### src/rtl/register_file.sv
// rtl/register_file.sv - ARM register file: R0-R14 storage, R15 passthrough, registered bypassed reads, load-use scoreboard
module register_file #(
   parameter int DATA_W = 32,
   parameter int ADDR_W = 4
) (
   input  logic              clk,
   input  logic              reset,
   input  logic              rd_en,
   input  logic [ADDR_W-1:0] RA1,
   input  logic [ADDR_W-1:0] RA2,
   output logic [DATA_W-1:0] RD1,
   output logic [DATA_W-1:0] RD2,
   input  logic              WE3,
   input  logic [ADDR_W-1:0] WA3,
   input  logic [DATA_W-1:0] WD3,
   input  logic [DATA_W-1:0] R15,
   input  logic              pend_set,
   input  logic [ADDR_W-1:0] pend_addr,
   output logic              stall
);
   localparam int NREG = 1 << ADDR_W;
   localparam logic [ADDR_W-1:0] PC_ADDR = '1;

   // The PC slot is declared but never written, so it reads as constant zero and is never selected.
   logic [DATA_W-1:0] regs [NREG];
   logic [NREG-1:0]   pend;
   logic              wr_ok;
   logic              ld_ok;
   logic              hazard1;
   logic              hazard2;
   logic [DATA_W-1:0] src1;
   logic [DATA_W-1:0] src2;

   assign wr_ok = WE3 && (WA3 != PC_ADDR);
   assign ld_ok = pend_set && (pend_addr != PC_ADDR);

   always_comb begin
      src1 = regs[RA1];
      if (RA1 == PC_ADDR)
         src1 = R15;
      else if (WE3 && (WA3 == RA1))
         src1 = WD3;

      src2 = regs[RA2];
      if (RA2 == PC_ADDR)
         src2 = R15;
      else if (WE3 && (WA3 == RA2))
         src2 = WD3;

      // A write-back landing this cycle satisfies the outstanding load.
      hazard1 = pend[RA1] && (RA1 != PC_ADDR) && !(WE3 && (WA3 == RA1));
      hazard2 = pend[RA2] && (RA2 != PC_ADDR) && !(WE3 && (WA3 == RA2));
   end

   assign stall = rd_en && (hazard1 || hazard2);

   always_ff @(posedge clk or posedge reset) begin
      if (reset) begin
         for (int i = 0; i < NREG; i++)
            regs[i] <= '0;
      end else if (wr_ok) begin
         regs[WA3] <= WD3;
      end
   end

   // Set is applied after clear so a new load to the same register wins.
   always_ff @(posedge clk or posedge reset) begin
      if (reset) begin
         pend <= '0;
      end else begin
         if (wr_ok)
            pend[WA3] <= 1'b0;
         if (ld_ok)
            pend[pend_addr] <= 1'b1;
      end
   end

   always_ff @(posedge clk or posedge reset) begin
      if (reset) begin
         RD1 <= '0;
         RD2 <= '0;
      end else if (rd_en && !stall) begin
         RD1 <= src1;
         RD2 <= src2;
      end
   end
endmodule

### config.mk
export PLATFORM = sky130hd
export DESIGN_NAME = register_file
export DESIGN_NICKNAME = d
export VERILOG_FILES = /design/src/rtl/register_file.sv
export SDC_FILE = /design/constraint.sdc
export NUM_CORES = 1
export LEC_CHECK = 0
export ABC_CLOCK_PERIOD_IN_PS = 18710
export BUFFER_PORTS_ARGS = -buffer_cell sky130_fd_sc_hd__buf_2
export CORE_MARGIN = 2
export CORE_UTILIZATION = 45
export DETAILED_ROUTE_END_ITERATION = 8
export GPL_TIMING_DRIVEN = 0
export HOLD_SLACK_MARGIN = 0.15
export SLEW_MARGIN = 40
export SYNTH_ARGS = -nofsm -noshare
export SYNTH_HDL_FRONTEND = slang
export SYNTH_SLANG_ARGS = --single-unit
### constraint.sdc
create_clock -name clk -period 18.71 [get_ports clk]
set_input_delay 2.8065 -clock clk [delete_from_list [all_inputs] [get_ports clk]]
set_output_delay 2.8065 -clock clk [all_outputs]
set_load 0.01 [all_outputs]
# Word level (Yosys, flattened, before mapping)
# Index checks and enable logic that the tools add are counted.
# Widths: inputs -> output; s select.
totals:
  in_bits: 85
  ff_bits: 592
op_classes:
  n_reduce_logical: 17
  n_eq_ne: 8
  mux: 23
  n_bitwise: 6
  n_lt_le_gt_ge: 10
ops:
  columns: ["operator", "n"]
  rows:
  - ["$bwmux 512", 1]
  - ["$mux 32", 9]
  - ["$bmux 32 s4", 2]
  - ["$demux 32 s4", 1]
  - ["$mux 16", 2]
  - ["$lt 4x5->1 const B", 4]
  - ["$and 16x16->16", 1]
  - ["$ne 4x4->1 const B", 4]
  - ["$not 16->16", 1]
  - ["$or 16x16->16", 1]
  - ["$ge 5x5->1 const B", 3]
  - ["$not 4->5", 3]
  - ["$logic_and 1x1->1", 13]
  - ["$bmux 1 s4", 2]
  - ["$demux 1 s4", 2]
  - ["$eq 4x4->1", 2]
  - ["$eq 4x4->1 const B", 2]
  - ["$ge 4x1->1 const B", 2]
  - ["$lt 5x1->1 const B", 1]
  - ["$mux 1", 4]
  - ["$logic_not 1->1", 3]
  - ["$logic_or 1x1->1", 1]

# Logic depth before layout (Yosys ltp)
logic_depth:
  ltp_word: 9
  ltp_mapped: 9

# Worst setup path after synthesis
# Ideal clock, no wire load.
synth_timing:
  path_type: "input -> output"
  start: "in RA1[3]"
  end: "out stall"
  arrival_time_ps: 4051
  path_stages: 6
  n_path_buf: 1
  slack_ps: 11853
  cell_sequence: "clkbuf_1 -> and3_1 -> nand2_1 -> a21boi_1 -> nand2_1 -> a21boi_0"
synth_between:
  elab_chain_cells: 6
  word_cells_on_any_way: 10
synth_rtl:
  columns: ["element", "line_no", "rtl"]
  rows:
  - ["start: declaration", "9", "input logic [ADDR_W-1:0] RA1,"]
  - ["$bmux 1 s4 or $eq 4x4->1 (tied branches)", "51", "hazard1 = pend[RA1] && (RA1 != PC_ADDR) && !(WE3 && (WA3 == RA1));"]
  - ["$mux 1 (implied by the code) or $logic_and 1x1->1 (tied branches)", "51", null]
  - ["$logic_and 1x1->1 or $logic_not 1->1 (tied branches)", "51", null]
  - ["$logic_and 1x1->1 *", "51", null]
  - ["$logic_or 1x1->1 *", "55", "assign stall = rd_en && (hazard1 || hazard2);"]
  - ["$logic_and 1x1->1 *", "55", null]
  - ["end: declaration", "19", "output logic stall"]
# Every way passes the cells marked *; elsewhere a longest branch is shown, timed or not. The select of a mux whose other input is x is not followed.

# Worst setup path after layout
# Ends and elaborated chain as after synthesis.

==> results.cfg <==
[status]
status = finished, final reports clean

[power_and_ir_drop]
netSwitchingPower_mw = 1.20
p_leak_nw = 15.7
power_frac_seq = 0.430
ir_worst_vdd_mv = 0.0799
clkPwrFrac = 0.322
p_comb_frac = 0.247
intPower_mw = 3.06
sw_frac_of_total = 0.282
power.density_nw_per_um2 = 117

[placement]
routabilityCongestion = 0.873
dp_hpwl_um = 69600
place.port_buffers = 139
pre_cts_ws_ns = 11.15

[timing]
fin_crit_ns = 7.61
tns_ns = 0
finalHoldViolCount = 0
tightest_slew_ns = 0.929
drv_slew = 0
fin_crit_sh = 0.407
fin_ws_ns = 11.10
fin_skew_ns = 0.0219
fmax_mhz = 131
max_slew_margin = 0.380
rsz0062_at_grt = false
holdWs_ns = 0.477
setup_viol = 0

[synth]
ys_seq_elements = 592
seq_area_frac_synth = 0.470
synthMuxAreaShare = 0.416
synthCells = 2159
async_flop_share = 1.00
synth_top_area_share = 0.470
syn_avg_cell_area_um2 = 14.6
synthTopCellsByArea = dfrtp_1 (47%), mux4_2 (19%), mux2_2 (18%)
ys_dominant_reg_cell = dfrtp_1
synth_common_cells = dfrtp_1 (592), mux2_2 (517), mux4_2 (261)
synth_compound_area_frac = 0.0456
synthesis.nets = 2244
yosys.area.top_type = dfrtp_1
synth_edf_count = 0
yosysMostFrequentCell = dfrtp_1
synth.distinct_cells = 42
synthesis.yosys.warnings = 0
synth.cell_area_um2 = 31500
synthAdderAreaFrac = 0
synth_xor_area_frac = 0.00222
synth_top_family_by_area = multiplexers
yosys.area_share.simple = 0.0273

[critical_path]
cp.arrival_ns = 4.80
path_class = in2out
crit_path_top_delay_cell = a21boi_2
cp-start-kind = primary input
max_stage_delay_ns = 0.58
path_cells = clkbuf_1 -> and3_1 -> nand2_1 -> a21boi_2 -> nand2_1 -> a21boi_0 -> buf_2
path_max_fanout = 8
crit_top_cell = nand2_1
ff2ff_path_depth = 8
r2r_end = RD1[14]$_DFFE_PP0P_
r2r_slack_ns = 16.33
r2r_start = pend[5]$_DFF_PP0_
end_kind = output pin
cp.required_ns = 15.90

[finish]
area_delta_synth_final_pct = 15.4
nets = 2482
multi_input_area_um2 = 15500
fillCellCount = 5878
final_util = 0.522
drive_gt1_frac = 0.492
seqCellArea_um2 = 14800

[global_routing]
grt_pass1_wl_um = 148000
antenna_found_initial = 3
grt_pass1_vias = 21772
grt_overflow = 0
grt_max_degree = 27
grtUsageTotal = 0.286

[floorplanning]
dieArea_um2 = 72200
die_w_um = 269
start_util = 0.453
row_count = 97
core_um2 = 69700
die_y_um = 269
ioPinCount = 150

[min_path]
whs_path_depth = 1
min_from = regs[16]$_DFFE_PP0P_
hold_end = regs[16]$_DFFE_PP0P_
hp-class = reg2reg

[cts]
clock_path_buffers = 3
cts_setup_buffers = 0
cts_tree = yes
clk_pin_slew_worst_paths_ns = 0.05
htree_levels = 3
ctsResizeCount = 0
cts_root_buf = clkbuf_16
numClockSinks = 592
clock_insertion_delay_worst_skew_ns = 0.61
cts_hold_buf = 0
numCtsBuffers = 68

[routing]
post_drt_wl_per_cell_um = 30.1
drt_iter0_drc = 1903
routed_wl_um = 102000
drtPass1Iterations = 7
drcViolationCount = 0
ant_nets = 0
num_vias = 21256
via_per_inst = 6.28

[flow_run]
cap_violations = 0
worst max-delay path by stage:
stage	startpoint	endpoint	slack, ns	depth (start not counted)
2_1_floorplan	reset	RD1[0]$_DFFE_PP0P_	7.83	1
3_3_place_gp	reset	RD1[13]$_DFFE_PP0P_	4.39	2
3_5_place_dp	RA1[3]	stall	11.15	7
4_1_cts	RA1[3]	stall	11.14	7
5_1_grt	RA1[3]	stall	10.98	7
6_report	RA1[3]	stall	11.10	7
final cells by class:
cell class                 count  share of cell area
inverter                      36             0.00382
buffer                       243              0.0314
timing repair buffer         168              0.0368
clock inverter                18             0.00701
multi-input combinational   1288               0.426
antenna                        2            0.000138
clock buffer                 100              0.0554
tap                          940              0.0323
sequential                   592               0.407
power by group through the flow:
stage | logic, mW | registers, mW | clock network, mW
after floorplan | 0.747 | 1.81 | 0
after global placement | 1.01 | 1.83 | 0
after detailed placement | 1.06 | 1.85 | 0
after CTS | 1.06 | 1.83 | 1.39
after global routing | 1.13 | 1.87 | 1.45
final | 1.05 | 1.84 | 1.37
kinds of logic (layout without fill, tap and decap cells):
logic type,after synthesis,count (layout)
and+or+nand+nor,182,182
buffers and inverters,279,565
AOI/OAI and AO/OA,191,191
muxes,907,907
DFF,592,592
other,0,2
xor gates and xnor gates,8,8
per-stage QoR:
stage          power [mW]  std cells  instance area (um^2)
2_1_floorplan        2.55       2159                 31500
3_3_place_gp         2.85       3238                 33400
3_5_place_dp         2.90       3266                 34100
4_1_cts              4.28       3384                 36400
5_1_grt              4.45       3385                 36400
6_report             4.26       3387                 36400
metal layers:
| layer | global-route usage | routed length (um) | vias to the layer above |
|---|---|---|---|
| met5 | 0 | 12 | - |
| met4 | 0.112 | 3720 | 2 |
| met3 | 0.0674 | 8670 | 199 |
| met2 | 0.442 | 47600 | 1010 |
| met1 | 0.392 | 41800 | 11328 |
| li1 | - | - | 8717 |
flip-flops by register name, summed over array words and instances (netlist names):
signal / count
regs: 512
RD1: 32
RD2: 32
pend: 16
critical path: cells and delay by family:
family	cells	cell delay, ns
simple gates	3	0.88
compound gates	2	0.79
buf+inv	2	0.32
cell usage in the layout, fill, tap and decap left out, drive strengths merged, types with 34 or more instances in the layout:
cell type    n
nand2       75
clkbuf     263
buf        248
nor2        41
dfrtp      592
mux4       261
mux2i      101
nor2b       34
mux2       545
inv         36
(Power assumes the default switching activity.)
